==> src/rtl/vote_pkg.sv <==
// Shared constants and state encoding for the vote collector.
package vote_pkg;
    localparam int N_VOTERS  = 4;
    localparam int VERDICT_W = 3;
    localparam int ID_W      = 2;

    typedef enum logic [1:0] {
        IDLE,
        OPEN,
        EVAL,
        DONE
    } state_t;
endpackage

==> src/rtl/vote_collector_if.sv <==
// Vote handshake bundle between a vote source and the collector.
interface vote_collector_if;
    import vote_pkg::*;

    logic            vote_valid;
    logic [ID_W-1:0] vote_id;
    logic            vote_val;
    logic            vote_ready;

    modport master (
        output vote_valid,
        output vote_id,
        output vote_val,
        input  vote_ready
    );

    modport slave (
        input  vote_valid,
        input  vote_id,
        input  vote_val,
        output vote_ready
    );
endinterface

==> src/rtl/vote_timer.sv <==
// Loadable session up-counter; tc flags the last cycle before timeout.
module vote_timer #(
    parameter  int TIMEOUT = 200,
    localparam int CW      = $clog2(TIMEOUT + 1)
) (
    input  logic clk,
    input  logic rst,
    input  logic load,
    input  logic en,
    output logic tc
);
    logic [CW-1:0] count;

    always_ff @(posedge clk) begin
        if (rst) begin
            count <= '0;
        end else if (load) begin
            count <= '0;
        end else if (en) begin
            count <= count + CW'(1);
        end
    end

    assign tc = (count == CW'(TIMEOUT - 1));
endmodule

==> src/rtl/vote_collector.sv <==
// Session sequencer: collects one vote per voter, presents the ballot, latches the verdict.
module vote_collector
    import vote_pkg::*;
#(
    parameter int TIMEOUT = 200
) (
    input  logic                 clk,
    input  logic                 rst,
    input  logic                 open_req,
    input  logic                 close_req,
    vote_collector_if.slave      vif,
    output logic                 dup_err,
    output logic [N_VOTERS-1:0]  ballot,
    output logic                 ballot_valid,
    input  logic [VERDICT_W-1:0] verdict_in,
    output logic [VERDICT_W-1:0] verdict,
    output logic                 verdict_valid,
    output logic                 busy
);
    state_t              state;
    logic [N_VOTERS-1:0] voted;
    logic [N_VOTERS-1:0] id_hot;
    logic [N_VOTERS-1:0] voted_nxt;
    logic                in_range;
    logic                accept;
    logic                open_go;
    logic                close_now;
    logic                tc;
    logic                ready_q;

    assign vif.vote_ready = ready_q;

    always_comb begin
        in_range = (int'(vif.vote_id) < N_VOTERS);
        id_hot   = '0;
        if (in_range) begin
            id_hot[vif.vote_id] = 1'b1;
        end
    end

    assign accept    = (state == OPEN) && vif.vote_valid &&
                       in_range && ((voted & id_hot) == '0);
    assign voted_nxt = voted | (accept ? id_hot : '0);
    assign close_now = (&voted_nxt) || close_req || tc;
    assign open_go   = open_req && ((state == IDLE) || (state == DONE));

    vote_timer #(
        .TIMEOUT (TIMEOUT)
    ) u_timer (
        .clk  (clk),
        .rst  (rst),
        .load (open_go),
        .en   (state == OPEN),
        .tc   (tc)
    );

    always_ff @(posedge clk) begin
        if (rst) begin
            state         <= IDLE;
            ballot        <= '0;
            voted         <= '0;
            verdict       <= '0;
            verdict_valid <= 1'b0;
            ballot_valid  <= 1'b0;
            ready_q       <= 1'b0;
            dup_err       <= 1'b0;
            busy          <= 1'b0;
        end else begin
            dup_err <= 1'b0;
            unique case (state)
                IDLE, DONE: begin
                    if (open_go) begin
                        state         <= OPEN;
                        ballot        <= '0;
                        voted         <= '0;
                        verdict_valid <= 1'b0;
                        ready_q       <= 1'b1;
                        busy          <= 1'b1;
                    end
                end
                OPEN: begin
                    if (accept) begin
                        ballot <= (ballot & ~id_hot) |
                                  (vif.vote_val ? id_hot : '0);
                    end else if (vif.vote_valid) begin
                        dup_err <= 1'b1;
                    end
                    voted <= voted_nxt;
                    if (close_now) begin
                        state        <= EVAL;
                        ready_q      <= 1'b0;
                        ballot_valid <= 1'b1;
                    end
                end
                EVAL: begin
                    state         <= DONE;
                    verdict       <= verdict_in;
                    ballot_valid  <= 1'b0;
                    verdict_valid <= 1'b1;
                    busy          <= 1'b0;
                end
            endcase
        end
    end
endmodule
==> src/flat_wrapper.sv <==
// flat-port wrapper written by rule: the top's interface ports become plain ports
module vote_collector_flat import vote_pkg::*;
#(
    parameter int TIMEOUT = 200
)
  (clk, rst, open_req, close_req, dup_err, ballot, ballot_valid, verdict_in, verdict, verdict_valid, busy, vif_vote_valid, vif_vote_id, vif_vote_val, vif_vote_ready);
  vote_collector_if vif_i ();
  input  logic clk;
  input  logic rst;
  input  logic open_req;
  input  logic close_req;
  output logic dup_err;
  output logic [N_VOTERS-1:0] ballot;
  output logic ballot_valid;
  input  logic [VERDICT_W-1:0] verdict_in;
  output logic [VERDICT_W-1:0] verdict;
  output logic verdict_valid;
  output logic busy;
  input wire logic [$bits(vif_i.vote_valid)-1:0] vif_vote_valid;
  input wire logic [$bits(vif_i.vote_id)-1:0] vif_vote_id;
  input wire logic [$bits(vif_i.vote_val)-1:0] vif_vote_val;
  output wire logic [$bits(vif_i.vote_ready)-1:0] vif_vote_ready;
  assign vif_i.vote_valid = vif_vote_valid;
  assign vif_i.vote_id = vif_vote_id;
  assign vif_i.vote_val = vif_vote_val;
  assign vif_vote_ready = vif_i.vote_ready;
  vote_collector #(.TIMEOUT(TIMEOUT)) u_core (.clk(clk), .rst(rst), .open_req(open_req), .close_req(close_req), .vif(vif_i), .dup_err(dup_err), .ballot(ballot), .ballot_valid(ballot_valid), .verdict_in(verdict_in), .verdict(verdict), .verdict_valid(verdict_valid), .busy(busy));
endmodule
==> config.mk <==
export PLATFORM = sky130hd
export DESIGN_NAME = vote_collector_flat
export DESIGN_NICKNAME = d
export VERILOG_FILES = /design/src/rtl/vote_pkg.sv /design/src/rtl/vote_collector_if.sv /design/src/rtl/vote_timer.sv /design/src/rtl/vote_collector.sv /design/src/flat_wrapper.sv
export SDC_FILE = /design/constraint.sdc
export NUM_CORES = 1
export LEC_CHECK = 0
export CAP_MARGIN = 20
export CORE_MARGIN = 10
export CORE_UTILIZATION = 42
export DETAILED_ROUTE_END_ITERATION = 10
export DONT_BUFFER_PORTS = 1
export SYNTH_ARGS = -nofsm -noshare
export SYNTH_HDL_FRONTEND = slang
export SYNTH_SLANG_ARGS = --single-unit
==> constraint.sdc <==
create_clock -name clk -period 2.3 [get_ports clk]
set_input_delay 0.23 -clock clk [delete_from_list [all_inputs] [get_ports clk]]
set_output_delay 0.23 -clock clk [all_outputs]
set_load 0.02 [all_outputs]
## Yosys cells after proc, flatten, opt, wreduce, memory -nomap -nowiden

Index checks and enable logic that the tools add are counted.

- Add/subtract/negate cells: 1
- Order comparisons: 2
- Eq/ne operators: 7
- Mux-type cells: 20
- Bitwise logic cells: 6
- Reductions and logical operators: 22

Operator list:

| cell | number |
|---|---|
| two-way mux 4 bit | 4 |
| one-hot mux 4 bit (2 select lines) | 2 |
| adder 8 x 1 -> 8 bit (second input constant) | 1 |
| bitwise AND 4 bit | 2 |
| == test 8 bit (second input constant) | 1 |
| OR 4 bit | 2 |
| one-hot mux 1 bit (2 select lines) | 4 |
| AND reduction 2 bit | 4 |
| two-way mux 1 bit | 6 |
| != test 2 x 1 -> 1 bit (second input constant) | 3 |
| one-hot mux 2 bit (3 select lines) | 1 |
| AND reduction 3 bit | 2 |
| nonzero test 2 bit | 3 |
| == test 2 bit (second input constant) | 2 |
| logical AND 1 bit | 4 |
| logical NOT 4 bit | 1 |
| two-way mux 2 bit | 2 |
| inverter 4 bit | 1 |
| AND reduction 4 bit | 1 |
| OR reduction 2 bit | 2 |
| logical OR 1 bit | 3 |
| less-than comparator 2 x 3 -> 1 bit (second input constant) | 1 |
| OR reduction 3 bit | 1 |
| demux 1 bit (select 2 bit) | 1 |
| other kinds (4) | 4 |

- Register bits: 26
- Output and inout port bits: 12

## Logic depth before layout (Yosys ltp)

Gate-level depths: netlist of run 1.

- Depth after elaboration: 14
- Depth in mapped cells: 8
- Mapped depth without buffers: 7

## Modules after synthesis

A second synthesis of run 1 with hierarchy kept.

- Cell total of the unflattened synthesis: 146
- Area, all modules: 1270.0 um2

Modules (own cells, without submodules):

| module | times used | cells an instance | area an instance (um2) |
|---|---|---|---|
| vote_collector | 1 | 103 | 890.9 |
| vote_timer | 1 | 43 | 379.1 |

## Least setup slack after synthesis of run 1

OpenSTA, ideal clock, no wires.

- Kind: register to register
- Start point: register u_core.state[1]
- End point: register u_core.state[1]
- Arrival time: 1495 ps
- Required time: 2168 ps
- Slack: 673 ps
- Cell stages (with the launch flop): 9
- Path through: dfxtp_1 inv_1 ha_1 buf_4 nand2_1 o31ai_1 a221oi_2 a211oi_1 a211oi_2

- Word-level cells in the longest chain between the ends: 10
- Elaborated cells between the ends (all ways): 18

Ends and longest elaborated chain:

| element | line | text |
|---|---|---|
| start: declaration | vote_collector.sv:20 | `state_t state;` |
| start signal: assignment | vote_collector.sv:59 | `state <= IDLE;` |
| start signal: assignment | vote_collector.sv:73 | `state <= OPEN;` |
| start signal: assignment | vote_collector.sv:90 | `state <= EVAL;` |
| == test 2 x 1 -> 1 bit | vote_collector.sv:41, vote_collector.sv:70 |  |
| logical AND 1 bit | vote_collector.sv:41 | `assign accept = (state == OPEN) && vif.vote_valid &&` |
| logical AND 1 bit | vote_collector.sv:42 | `in_range && ((voted & id_hot) == '0);` |
| two-way mux 4 bit | vote_collector.sv:43 | `assign voted_nxt = voted \| (accept ? id_hot : '0);` |
| OR 4 bit | vote_collector.sv:43 |  |
| AND reduction 4 bit | vote_collector.sv:44 | `assign close_now = (&voted_nxt) \|\| close_req \|\| tc;` |
| logical OR 1 bit (2 in a row) | vote_collector.sv:44 |  |
| != test 2 x 1 -> 1 bit (no source line) | -- |  |
| AND reduction 2 bit (no source line) | -- |  |

Several ways; a longest one is shown, not always the timed one.
A chain may end at the register's enable or synchronous reset.

## Final worst setup path of run 1

- Start point: register u_core.state[0]
- End point: register u_core.ballot[0]

- Word-level cells in the longest chain between the ends: 5
- Elaborated cells between the ends (all ways): 13

Ends and longest elaborated chain:

| element | line | text |
|---|---|---|
| == test 2 x 1 -> 1 bit (tied with other cells) | vote_collector.sv:41, vote_collector.sv:70 |  |
| logical AND 1 bit / logical OR 1 bit (equally long branches) | vote_collector.sv:41, vote_collector.sv:45 |  |
| logical AND 1 bit, on equally long branches | vote_collector.sv:42, vote_collector.sv:45 |  |
| != test 2 x 1 -> 1 bit (no source line) | -- |  |
| AND reduction 3 bit (no source line) | -- |  |
| end signal: assignment | vote_collector.sv:83 | `ballot <= (ballot & ~id_hot) \|` |
| end: declaration | vote_collector.sv:13 | `output logic [N_VOTERS-1:0] ballot,` |

Several ways; a longest one is shown, not always the timed one.

==> results.tsv, run 1 <==
metric	value	unit
status	completed	
finalSetupViolCount	0	
globalplace.congestion	0.794	
leakage	0.494	nW
vias_post_dr	1081	
final_common_cell	sky130_fd_sc_hd__dfxtp_1	
tritoncts	yes	
placeable_core_area	3050	um2
rsz0062_at_grt	no	
seq_area	520	um2
clk_latency	0.33	ns
synth_compound_gate_area_share	21.4	%
first_pass_grt_wire_length	4800	um
path_delay_family	simple AND/OR/NAND/NOR gates	
synth-edff-count	0	
ys.flop_type	sky130_fd_sc_hd__dfxtp_1	
area_used_by_multi_input_combinational_logic	776	um2
timing.final.crit_period	1.92	ns
synth-seq-cells	26	
sequential_fraction_of_the_synthesis_area	38.6	%
final_max_slew_viol_count	0	
final_critical_path_setup_slack	0.375	ns
timing.hold.worst_path_depth	2	
area_of_the_mapped_netlist	1350	um2
critPathRequiredTime	2.56	ns
yosys.area_share.adder	2.78	%
syn_avg_cell_area	8.70	um2
worst-r2r-cell-count	7	
critPathBufInv	1	
synth_top_family_by_area	simple AND/OR/NAND/NOR gates	
grt-ovfl-total	0	
timing.hold.worst.start	verdict_in[0]	
initial_antenna_violation_count	0	
initial_drt_pass_iterations	4	
muxShareOfSynthArea	7.79	%
finish.cell_count_without_fillers	198	
drc_errors	0	
pin_count_of_the_biggest_net_entering_global_routing	18	
aggregate_routed_wire_length	2930	um
critPathArrivalTime	2.18	ns
timing.max_cap.violations	0	
ant_nets	0	
cts.reportedPaths.clkPinSlew	0.16	ns
tritoncts.num_buffers	3	
critical_path.slowest_cell	sky130_fd_sc_hd__dfxtp_1	
h-tree-depth	1	
most-common-layout-cells	sky130_fd_sc_hd__dfxtp_1, sky130_fd_sc_hd__nor2_1, sky130_fd_sc_hd__nand2_1, sky130_fd_sc_hd__a21oi_1, sky130_fd_sc_hd__mux2i_1	
grt_util_all_layers	9.70	%
max_clock_freq	0.520	GHz
post_synth_inst_count	155	
reg_to_reg_critical_path_endpoint	u_core.ballot[0]	
setup-tns-final	0	ns
port_buffers	0	
finClkSkew	0.0113	ns
floorplan.die_area	5880	um2
top_level_ports	23	
fin_total_pwr	0.00124	W
hold_violations	0	
dp.cells	193	
power-per-cell-area	863	nW/um2
finalNetCount	169	
ys.warnings.count	0	
final_min_period_over_clock_period	83.7	%
clockRootBuffer	sky130_fd_sc_hd__clkbuf_4	
path_class	reg2reg	
clock-sinks	26	
post_drt_wl_per_cell	14.8	um
endpoint_worst_hold	u_core.verdict[0]	
synthArstFlopShare	0	%
fp.dieH	76.7	um
chipWidth	76.7	um
end_kind	register	
crit_path_start_kind	register	
filler_cell_count	306	
first_global_vias	984	
relSlewSlack	73.0	%
utilization	46.9	%
post-place-ws	0.453	ns
synthXorXnorAreaFrac	3.25	%
setup.reg_to_reg.worst_slack	0.38	ns
n_antenna_cell	0	
cts-root-to-sink-buffers	2	
classification_of_the_worst_slack_hold_path	in2reg	
critical_path.cell_chain	inv_1 > ha_1 > nor2b_1 > nor2_1 > nand2_1 > a21oi_1 > mux2i_1	
peakVddDrop	322	uV
initial_core_util	44.2	%
number_of_different_library_cells_in_the_post_synthesis_netlist	45	
worst_slew_pin_slew	0.403	ns
violation_count_after_the_first_detailed_routing_iteration	75	
crit_fanout	6	
detailedPlacementHpwl	2210	um
core.rowCount	20	
net_count_synth	169	
area_delta_synth_final	6.21	%
timing.critical_path.slowest_cell_delay	0.40	ns
worstSetupStartpoint	u_core.state[0]	
post_detailed_route_via_to_cell_ratio	5.46	
post_route_cells_drive_above_1_share	11.0	%
regToRegStartpoint	u_core.state[0]	
yosys.area_share.simple	22.3	%
[cell usage after synthesis (2+ instances only)]
| cell type | number | area (um2) |
|---|---|---|
| sky130_fd_sc_hd__dfxtp_1 | 26 | 521 |
| sky130_fd_sc_hd__nor2_1 | 23 | 86.3 |
| sky130_fd_sc_hd__nand2_1 | 15 | 56.3 |
| sky130_fd_sc_hd__a21oi_1 | 13 | 65.1 |
| sky130_fd_sc_hd__mux2i_1 | 9 | 90.1 |
| sky130_fd_sc_hd__nand4_1 | 4 | 25.0 |
| sky130_fd_sc_hd__o21ai_0 | 4 | 20.0 |
| sky130_fd_sc_hd__xor2_1 | 4 | 35.0 |
| sky130_fd_sc_hd__clkbuf_1 | 3 | 11.3 |
| sky130_fd_sc_hd__ha_1 | 3 | 37.5 |
| sky130_fd_sc_hd__inv_1 | 3 | 11.3 |
| sky130_fd_sc_hd__nor2b_1 | 3 | 18.8 |
| sky130_fd_sc_hd__o21ai_1 | 3 | 15.0 |
| sky130_fd_sc_hd__a211oi_1 | 2 | 15.0 |
| sky130_fd_sc_hd__a21oi_2 | 2 | 17.5 |
| sky130_fd_sc_hd__a311oi_1 | 2 | 17.5 |
| sky130_fd_sc_hd__a31oi_1 | 2 | 12.5 |
| sky130_fd_sc_hd__buf_4 | 2 | 15.0 |
| sky130_fd_sc_hd__nand2b_1 | 2 | 12.5 |
| sky130_fd_sc_hd__nand3_1 | 2 | 10.0 |
| sky130_fd_sc_hd__nor3_1 | 2 | 10.0 |
| sky130_fd_sc_hd__o2111ai_1 | 2 | 17.5 |
| sky130_fd_sc_hd__or3_1 | 2 | 12.5 |
[layout make-up]
type	count	area share, %
clock inverter	1	2.10
clock buffer	3	1.57
multi-input combinational	119	54.1
sequential	26	36.3
inverter	3	0.786
tap	44	3.84
timing repair buffer	2	1.22
[worst max-delay path by stage]
stage	end	slack, ns	depth (start not counted)
after floorplan	u_core.state[1]	0.67	8
after global placement	u_core.ballot[3]	0.51	7
after detailed placement	u_core.ballot[0]	0.45	7
after CTS	u_core.ballot[0]	0.40	7
after global routing	u_core.ballot[0]	0.18	7
final	u_core.ballot[0]	0.38	7
[sequential cells by signal, indices dropped and copies added, names as in the netlist]
signal	cells
u_core.dup_err	1
u_core.state	2
u_core.ballot	4
u_core.verdict	3
u_core.verdict_valid	1
u_core.u_timer.count	8
u_core.vif.vote_ready	1
u_core.voted	4
u_core.busy	1
u_core.ballot_valid	1
[per-layer routing]
layer	up-vias	share of wire [%]	track usage [%]
met2	20	47	15.6
met3	4	7.2	4.20
met1	494	45	11.6
met4	0	0.65	2.23
met5	-	0	0
li1	563	-	-
[cells by family after synthesis]
group	count (synthesis)
xor gates and xnor gates	5
and+or+nand+nor	61
AOI/OAI and AO/OA	40
adders and majority gates	3
muxes	10
buffers and inverters	10
DFF	26
[stage by stage]
stage	area, um2	hold slack [ns]
6_report	1430	0.0436
5_1_grt	1430	0.0538
4_1_cts	1430	0.0446
3_5_place_dp	1370	0.303
3_3_place_gp	1370	0.299
2_1_floorplan	1350	0.377
[worst reg2reg max path, delay by kind of cell, from the launching register on]
kind | cells | cell delay [ns]
AO/OA/AOI/OAI | 1 | 0.18
AND/OR/NAND/NOR | 3 | 0.63
multiplexers | 1 | 0.22
flip-flops | 1 | 0.40
adder cells (fa/ha/maj) | 1 | 0.36
buffers and inverters | 1 | 0.06
[report_power, final]
group          internal [W]  total (W)  switching, W
combinational      0.000128   0.000335      0.000207
sequential         0.000499   0.000578     0.0000783
clock              0.000176   0.000323      0.000147
[repair_timing]
item / 4_1_cts / 5_1_grt
hold buffers: 1 / 0
setup buffers: 0 / 0
endpoints found under the hold margin: 9 / 0
gates resized for setup: 0 / 0
(Power assumes the default switching activity.)
==> run 2: changes to the inputs <==
- clock period: 2.3 -> 1.7 ns (I/O delays scaled with it)
==> results.tsv, run 2 (same netlist as run 1, synthesis figures left out) <==
metric	value	unit	change
vias_post_dr	1174		+8.6%
post-place-ws	-0.0295	ns	-0.482 ns
timing.max_cap.violations	0		unchanged
max_clock_freq	0.597	GHz	+15%
use_met3	4.43	%	+0.23 points
pin_count_of_the_biggest_net_entering_global_routing	16		-2
initial_drt_pass_iterations	4		unchanged
critical_path.slowest_cell	sky130_fd_sc_hd__dfxtp_1		
hold-worst-slack	-0.00339	ns	-0.0470 ns
finClkSkew	0.00441	ns	-0.00690 ns
clock-sinks	26		unchanged
power-per-cell-area	1130	nW/um2	+31%
top_regs	u_core.u_timer.count: 8 flops, u_core.ballot: 4 flops, u_core.voted: 4 flops		
path_class	reg2reg		
timing.hold.worst_path_depth	2		unchanged
ant_nets	0		unchanged
final_critical_path_setup_slack	0.0237	ns	-0.351 ns
peakVddDrop	399	uV	+24%
timing.hold.worst.start	vif_vote_val		
area_delta_synth_final	21.3	%	
initial_core_util	44.2	%	unchanged
critPathArrivalTime	1.94	ns	-0.24 ns
initial_antenna_violation_count	0		unchanged
globalplace.congestion	0.801		+0.93%
most-common-layout-cells	sky130_fd_sc_hd__dfxtp_1, sky130_fd_sc_hd__nor2_1, sky130_fd_sc_hd__nand2_1, sky130_fd_sc_hd__a21oi_1, sky130_fd_sc_hd__mux2i_1		
h-tree-depth	1		unchanged
leakage	0.561	nW	+14%
end_kind	register		
core.rowCount	20		unchanged
finalSetupViolCount	0		unchanged
crit_path_start_kind	register		
grt_util_all_layers	10.9	%	+1.2 points
chipWidth	76.7	um	unchanged
worst_slew_pin_slew	0.503	ns	+0.100 ns
first_global_vias	1111		+13%
tritoncts	yes		
hold_violations	1		+1
utilization	53.6	%	+6.7 points
n_antenna_cell	0		unchanged
first_pass_grt_wire_length	5430	um	+13%
status	finished, violations left		
timing.critical_path.slowest_cell_delay	0.36	ns	-0.04 ns
port_buffers	0		unchanged
gr-usage-met1	12.4	%	+0.83 points
relSlewSlack	66.3	%	-6.8 points
top_level_ports	23		unchanged
drc_errors	0		unchanged
cts-root-to-sink-buffers	2		unchanged
placed_cell_area	1420	um2	+3.8%
reg_to_reg_critical_path_endpoint	u_core.state[1]		
top_usage_layer_grt	met2		
critPathRequiredTime	1.96	ns	-0.60 ns
clockRootBuffer	sky130_fd_sc_hd__clkbuf_4		
detailedPlacementHpwl	2380	um	+7.6%
fp.dieH	76.7	um	unchanged
violated_checks	negative hold slack		
setup.reg_to_reg.worst_slack	0.02	ns	-0.35 ns
largest-register	u_core.u_timer.count		
endpoint_worst_hold	u_core.ballot[3]		
classification_of_the_worst_slack_hold_path	in2reg		
post_detailed_route_via_to_cell_ratio	5.62		+2.9%
post_drt_wl_per_cell	16.0	um	+8.1%
final_max_slew_viol_count	0		unchanged
setup-tns-final	0	ns	unchanged
worst-r2r-cell-count	6		-1
timing.final.crit_period	1.68	ns	-0.249 ns
tritoncts.num_buffers	3		unchanged
critical_path.cell_chain	ha_2 > and4b_4 > a31o_4 > a221oi_4 > a211oi_2 > a211oi_2		
final_min_period_over_clock_period	98.6	%	+15 points
crit_fanout	4		-2
aggregate_routed_wire_length	3340	um	+14%
largest_reg_flops	8		unchanged
violation_count_after_the_first_detailed_routing_iteration	86		+15%
floorplan.die_area	5880	um2	unchanged
clk_latency	0.33	ns	about the same
final_common_cell	sky130_fd_sc_hd__dfxtp_1		
post-cts-setup-buffer-count	0		unchanged
post_route_cells_drive_above_1_share	26.7	%	+16 points
regToRegStartpoint	u_core.u_timer.count[1]		
finalInstanceArea	1640	um2	+14%
finalNetCount	180		+6.5%
cell_with_the_most_instances_on_the_worst_path	sky130_fd_sc_hd__a211oi_2		
cts.reportedPaths.clkPinSlew	0.15	ns	about the same
grt-ovfl-total	0		unchanged
globalRouteMet2Util	17.8	%	+2.2 points
placeable_core_area	3050	um2	unchanged
[run 2: report_power, final]
part / switching [W] / total, W / internal [W]
clock network: 0.000196 / 0.000434 / 0.000239
logic: 0.000356 / 0.000624 / 0.000268
registers: 0.000109 / 0.000791 / 0.000682
total: 0.000661 / 0.00185 / 0.00119
[run 2: cell type report]
type	count	area [um2]
flip-flops and latches	26	527
multi-input cells	119	881
repair buffers	13	110
well taps	44	55.1
inverters	3	11.3
clock buffers	3	22.5
fillers	298	1420
clock inverters	1	30.0
[run 2: worst max-delay path by stage]
stage	start	to	slack (ns)	depth (start not counted)
finish	u_core.u_timer.count[1]	u_core.state[1]	0.02	6
floorplan	u_core.state[1]	u_core.state[1]	0.07	8
detailed placement	u_core.state[0]	u_core.ballot[3]	-0.03	7
global route	u_core.state[0]	u_core.ballot[1]	-0.007	7
CTS	u_core.state[0]	u_core.ballot[0]	-0.01	7
global placement	u_core.state[0]	u_core.ballot[0]	0.02	7
[run 2: critical path: cells and delay by family (launching register included)]
family,cells,cell delay [ns]
adders and majority gates,1,0.18
AOI/OAI and AO/OA,4,0.86
and+or+nand+nor,1,0.21
DFF,1,0.36
[run 2: metrics by stage]
stage,instances,total power [W]
floorplan,155,0.00116
global placement,200,0.00128
detailed placement,200,0.00129
CTS,209,0.00174
global route,209,0.00196
finish,209,0.00185
[run 2: metal layers]
layer,wire length (um),share of wire [%],vias up
met5,0,0,-
met4,42,1.3,0
met3,270,8.1,5
met2,1640,49,29
met1,1390,42,561
li1,-,-,579
[run 2: repair_timing]
item	CTS	global route
hold buffers	5	0
gates resized for setup	2	25
gates cloned	0	0
setup endpoints to repair	8	12
hold endpoints to repair	10	0
pin swaps	0	9
